===== src/rtl/decimal_bcd_pkg.sv =====
// Shared constants and types for the decimal-to-BCD priority encoder.
package decimal_bcd_pkg;
  localparam int DBE_N_IN  = 10;
  localparam int DBE_OUT_W = 4;

  typedef logic [DBE_N_IN-1:0]  dbe_lines_t;
  typedef logic [DBE_OUT_W-1:0] bcd_t;
endpackage


===== src/rtl/dbe_prio_enc.sv =====
// Combinational priority scan: highest asserted line wins; flags any/multi-hot.
module dbe_prio_enc #(
  parameter int N_IN     = 10,
  parameter int OUT_W    = 4,
  parameter bit MULTI_EN = 1'b1
) (
  input  logic [N_IN-1:0]  lines,
  output logic [OUT_W-1:0] code,
  output logic             any,
  output logic             multi
);
  logic found;
  logic extra;

  always_comb begin
    code  = '0;
    found = 1'b0;
    extra = 1'b0;
    for (int i = N_IN - 1; i >= 0; i--) begin
      if (lines[i]) begin
        if (!found) begin
          code  = OUT_W'(i);
          found = 1'b1;
        end else begin
          extra = 1'b1;
        end
      end
    end
  end

  assign any = found;

  // Multi-hot detection only exists when the caller consumes it.
  generate
    if (MULTI_EN) begin : g_multi
      assign multi = extra;
    end else begin : g_nomulti
      assign multi = 1'b0;
    end
  endgenerate
endmodule


===== src/rtl/decimal_bcd_encoder_core.sv =====
// Registered 10-line decimal-to-BCD priority encoder, 1-cycle latency.
// Define DECIMAL_BCD_ENCODER_ERR_EN to enable the registered zero/multi-hot err flag.
module decimal_bcd_encoder_core
  import decimal_bcd_pkg::*;
#(
  parameter int N_IN  = DBE_N_IN,
  parameter int OUT_W = DBE_OUT_W
) (
  input  logic             clk,
  input  logic             rst_n,
  input  logic [N_IN-1:0]  in,
  output logic [OUT_W-1:0] out,
  output logic             valid,
  output logic             err
);
  logic [OUT_W-1:0] code;
  logic             any;

`ifdef DECIMAL_BCD_ENCODER_ERR_EN
  localparam bit MULTI_EN = 1'b1;
  logic multi;
`else
  localparam bit MULTI_EN = 1'b0;
  logic unused_multi;
`endif

  dbe_prio_enc #(
    .N_IN    (N_IN),
    .OUT_W   (OUT_W),
    .MULTI_EN(MULTI_EN)
  ) u_prio (
    .lines(in),
    .code (code),
    .any  (any),
`ifdef DECIMAL_BCD_ENCODER_ERR_EN
    .multi(multi)
`else
    .multi(unused_multi)
`endif
  );

  always_ff @(posedge clk or negedge rst_n) begin
    if (!rst_n) begin
      out   <= '0;
      valid <= 1'b0;
    end else begin
      out   <= code;
      valid <= any;
    end
  end

`ifdef DECIMAL_BCD_ENCODER_ERR_EN
  // Error when the sample is not exactly one-hot (zero or several lines).
  always_ff @(posedge clk or negedge rst_n) begin
    if (!rst_n) err <= 1'b0;
    else        err <= ~any | multi;
  end
`else
  assign err = 1'b0;
`endif
endmodule


===== config.mk =====
export PLATFORM = sky130hd
export DESIGN_NAME = decimal_bcd_encoder_core
export DESIGN_NICKNAME = d
export VERILOG_FILES = /design/src/rtl/decimal_bcd_pkg.sv /design/src/rtl/dbe_prio_enc.sv /design/src/rtl/decimal_bcd_encoder_core.sv
export SDC_FILE = /design/constraint.sdc
export NUM_CORES = 1
export LEC_CHECK = 0
export CORE_AREA = 8 8 45 47
export DETAILED_ROUTE_END_ITERATION = 8
export DIE_AREA = 0 0 53 55
export SYNTH_ARGS = -nofsm -noshare
export SYNTH_HDL_FRONTEND = slang
export SYNTH_SLANG_ARGS = --single-unit

===== constraint.sdc =====
create_clock -name clk -period 0.8 [get_ports clk]
set_clock_uncertainty 0.2 [all_clocks]
set_input_delay 0.16 -clock clk [delete_from_list [all_inputs] [get_ports clk]]
set_output_delay 0.16 -clock clk [all_outputs]
set_load 0.005 [all_outputs]

# Word-level counts from Yosys, hierarchy flattened
# Index checks and enable logic that the tools add are counted.
# op_classes
n_mux	29
# ops
op	n
$mux W4	19
$mux W1	10
# word_totals
ff_bits	5
word_cells	31

# Depth between registers and ports, before layout
# logic_depth
depth_word	19
mapped_depth	3

# Cells and area by module
# From an unflattened synthesis, not the netlist that was laid out.
# hier_totals
hier_cells	25
hier_area_um2	241.5
# modules_own_cells
module	area_each_um2	n_inst	cells_each
decimal_bcd_encoder_core	136.4	1	7
dbe_prio_enc	105.1	1	18

# Worst setup path after synthesis
# No wires, ideal clock.
# synth_timing
path_kind	input-to-reg
start	input in[6]
end	register valid
slack_ns	-0.128
cell_stages	2
setup_time_ns	0.143
arrival_time_ns	0.585
path_cell_list	nor4_1 -> nand4_1
# synth_via
elab_chain_cells	7
# synth_lines
item	line	text
start: declaration	decimal_bcd_encoder_core.sv:11	input logic [N_IN-1:0] in,
$mux W1 (7 in a row)	dbe_prio_enc.sv:20	if (lines[i]) begin
via any	decimal_bcd_encoder_core.sv:17	logic any;
end signal: assignment	decimal_bcd_encoder_core.sv:48	valid <= any;
end: declaration	decimal_bcd_encoder_core.sv:13	output logic valid,
# The timed path passes the listed nets, and every way through them passes these cells.

# Final worst setup path
# layout_timing
start	register out[2]
end	output out[2]
# layout_rtl
item	line	text
start: declaration	decimal_bcd_encoder_core.sv:12	output logic [OUT_W-1:0] out,
start signal: assignment	decimal_bcd_encoder_core.sv:47	out <= code;
# No word-level cell between the ends.

==> impl_results.md <==
- Status: complete, but fails checks
- Failing checks: hold timing, setup timing
- Largest family of logic cells by synthesized area: simple AND/OR/NAND/NOR gates
- P&R area growth vs syn: 98.9%
- Post-route DRC: 0
- Data required, critical path: 0.44 ns
- DP Wirelength: 539 microns
- Share of layout cells above drive strength 1: 56.8%
- Cell area after synthesis: 223 sq um
- Area of the multi-input gates: 115 sq um
- Worst Hold Path EP: out[0]
- Period Utilization, post-route: 134%
- First-pass GRT wire length: 1.00 mm
- Fmax: 0.933 GHz
- Mapped Cells: 22
- Critical Path Fanout Max: 1
- Cell count of the worst hold path: 2
- Setup_tns: -1.33 ns
- Die Ht: 55 microns
- Final Setup Violations: 5
- WHS: -0.0836 ns
- Most instantiated library cell after synthesis: dfrtp_1
- Switch share: 22.6%
- WL final: 626 microns
- Gr ovfl total: 0
- Port Buffers: 16
- XOR/XNOR share of the synthesized area: 0%
- Post-synth EDFFs: 0
- Routed Antenna Nets: 0
- Post-synthesis mux area share: 0%
- Combinational share of power: 18.8%
- Clk sink count: 5
- Setup crit start: out[2]
- Internal cell power: 528 uW
- Clk slew on worst S/H paths: 0.04 ns
- Post-route minimum period: 1.07 ns
- Vias in the first global route: 258
- Fill count: 161
- RSZ-0062 raised after global routing: yes
- Post-synth ARST share: 100%
- CP startpoint kind: register
- Final WS setup: -0.272 ns
- Std cell rows: 14
- Root Buffer: clkbuf_4
- CP top delay family: flip-flops
- Data arrival time of the worst path: 0.71 ns
- Max-cap violation count: 0
- Post-synthesis simple-gate area fraction: 25.3%
- Largest area contributor in the netlist: dfrtp_1
- Adder-Cell Fraction of Synth Area: 0%
- Clock Tree Buf Depth: 2
- Synthesized area per cell: 10.1 sq um
- Register area: 125 sq um
- Max Transition Viols Final: 0
- Nets: 57
- Fin. Hold Viols: 9
- Hold WC Path Type: in2reg
- WL/cell: 10.4 microns
- Largest net degree at the start of global routing: 6
- Commonest cells post-synth: dfrtp_1 (5), nor2_1 (4), inv_1 (2), nor3_1 (2)
- TritonCTS buffer count: 3
- Clk pwr share: 41.9%
- Largest cells by area after synthesis: dfrtp_1 (56%), nor2_1 (6.7%), nor3b_2 (5.6%)
- Tot GR Track Use: 4.82%
- Vias per cell: 3.95
- Leak Pwr: 0.206 nW
- Synth cell types: 13
- Die Wd: 53 microns
- Worst setup EP type: primary output
- Initial Util: 16.1%
- Seq pwr share: 39.3%
- Hold_sp: in[6]
- Yosys top cell area share: 56.2%
- Sequential share of the synthesized area: 56.2%
- GPL Wtd Cong: 0.659
- Tot Pwr: 682 uW
- CP Depth: 1
- TritonCTS clock tree: built
- IO Pins: 18
- Synthesis-stage register bit count: 5
- Htree depth: 1
- Worst vdd ir: 0.356 mV
- Psw: 154 uW
- CP max-delay cell: dfrtp_1
- Die area: 2920 sq um
- CP Buf/Inv Count: 1
- Synth Net Count: 34
- Initial antenna violation count: 0
- Vias: 237
- Post-synthesis compound-gate area fraction: 10.1%
- Synth Flop Type: dfrtp_1
- First-pass detailed-route iteration total: 2
- WS Path Type: reg2out
- DR iter-0 viols: 4
- Inserted Diodes: 0
- Slowest stage delay, CP: 0.35 ns
- Core area: 1380 sq um
- Yosys synthesis warning count: 0
- Pwr dens: 1540 nW/um^2
- Cells along the critical path: buf_2
## registers in the layout, indices dropped and copies added (netlist names)
register,flops
out,4
valid,1
## per-stage QoR
stage	area [sq um]	utilization [%]	cells	hold WS, ns	setup WS (ns)
floorplan	245	-	22	-0.336	-0.0722
finish	443	32.0	60	-0.0836	-0.272
global route	443	32.0	60	-0.0813	-0.309
CTS	425	30.7	60	-0.0689	-0.288
detailed placement	433	31.3	55	0.191	-0.620
global placement	433	31.3	55	0.186	-0.625
## cells by family after synthesis
| family | count (synthesis) |
|---|---|
| simple gates | 10 |
| flops | 5 |
| compound gates | 3 |
| buf+inv | 3 |
| other cells | 1 |
## metal layers
metal	wire length, microns	global-route usage, %
met1	248	4.91
met2	306	6.64
met3	55	1.87
met4	17	6.47
met5	0	0
## power groups by stage
stage               logic (mW)  registers (mW)  clock network (mW)
floorplan               0.0318           0.274                   0
global placement         0.139           0.272                   0
detailed placement       0.142           0.272                   0
CTS                      0.124           0.268               0.300
global route             0.142           0.267               0.331
finish                   0.128           0.268               0.286
## how the worst max path moves through the flow
| stage | end | slack [ns] |
|---|---|---|
| 3_3_place_gp | valid | -0.62 |
| 3_5_place_dp | out[1] | -0.62 |
| 4_1_cts | out[2] | -0.29 |
| 2_1_floorplan | out[1] | -0.07 |
| 6_report | out[2] | -0.27 |
| 5_1_grt | out[2] | -0.31 |
## final cells by class
cell class | count | share of cell area (%)
tap | 16 | 4.52
timing repair buffer | 19 | 33.6
clock buffer | 4 | 5.93
sequential | 5 | 28.2
inverter | 2 | 1.69
multi-input combinational | 14 | 26.0
## cells in the final DEF, fill, tap and decap left out, types with 2 or more instances in the layout
cell type / synthesis / layout
buf_4: 1 / 2
nor2_1: 4 / 2
buf_2: 0 / 9
buf_6: 0 / 3
dlygate4sd2_1: 0 / 2
dfrtp_1: 5 / 5
clkbuf_4: 0 / 3
inv_1: 2 / 2
## repair_timing
action,in CTS,in global routing
gates resized for setup,56,6
buffers inserted,1,0
setup endpoints to repair,10,8
endpoints found under the hold margin,8,9
pin swaps,6,4
Power figures use the tool's default switching activity.
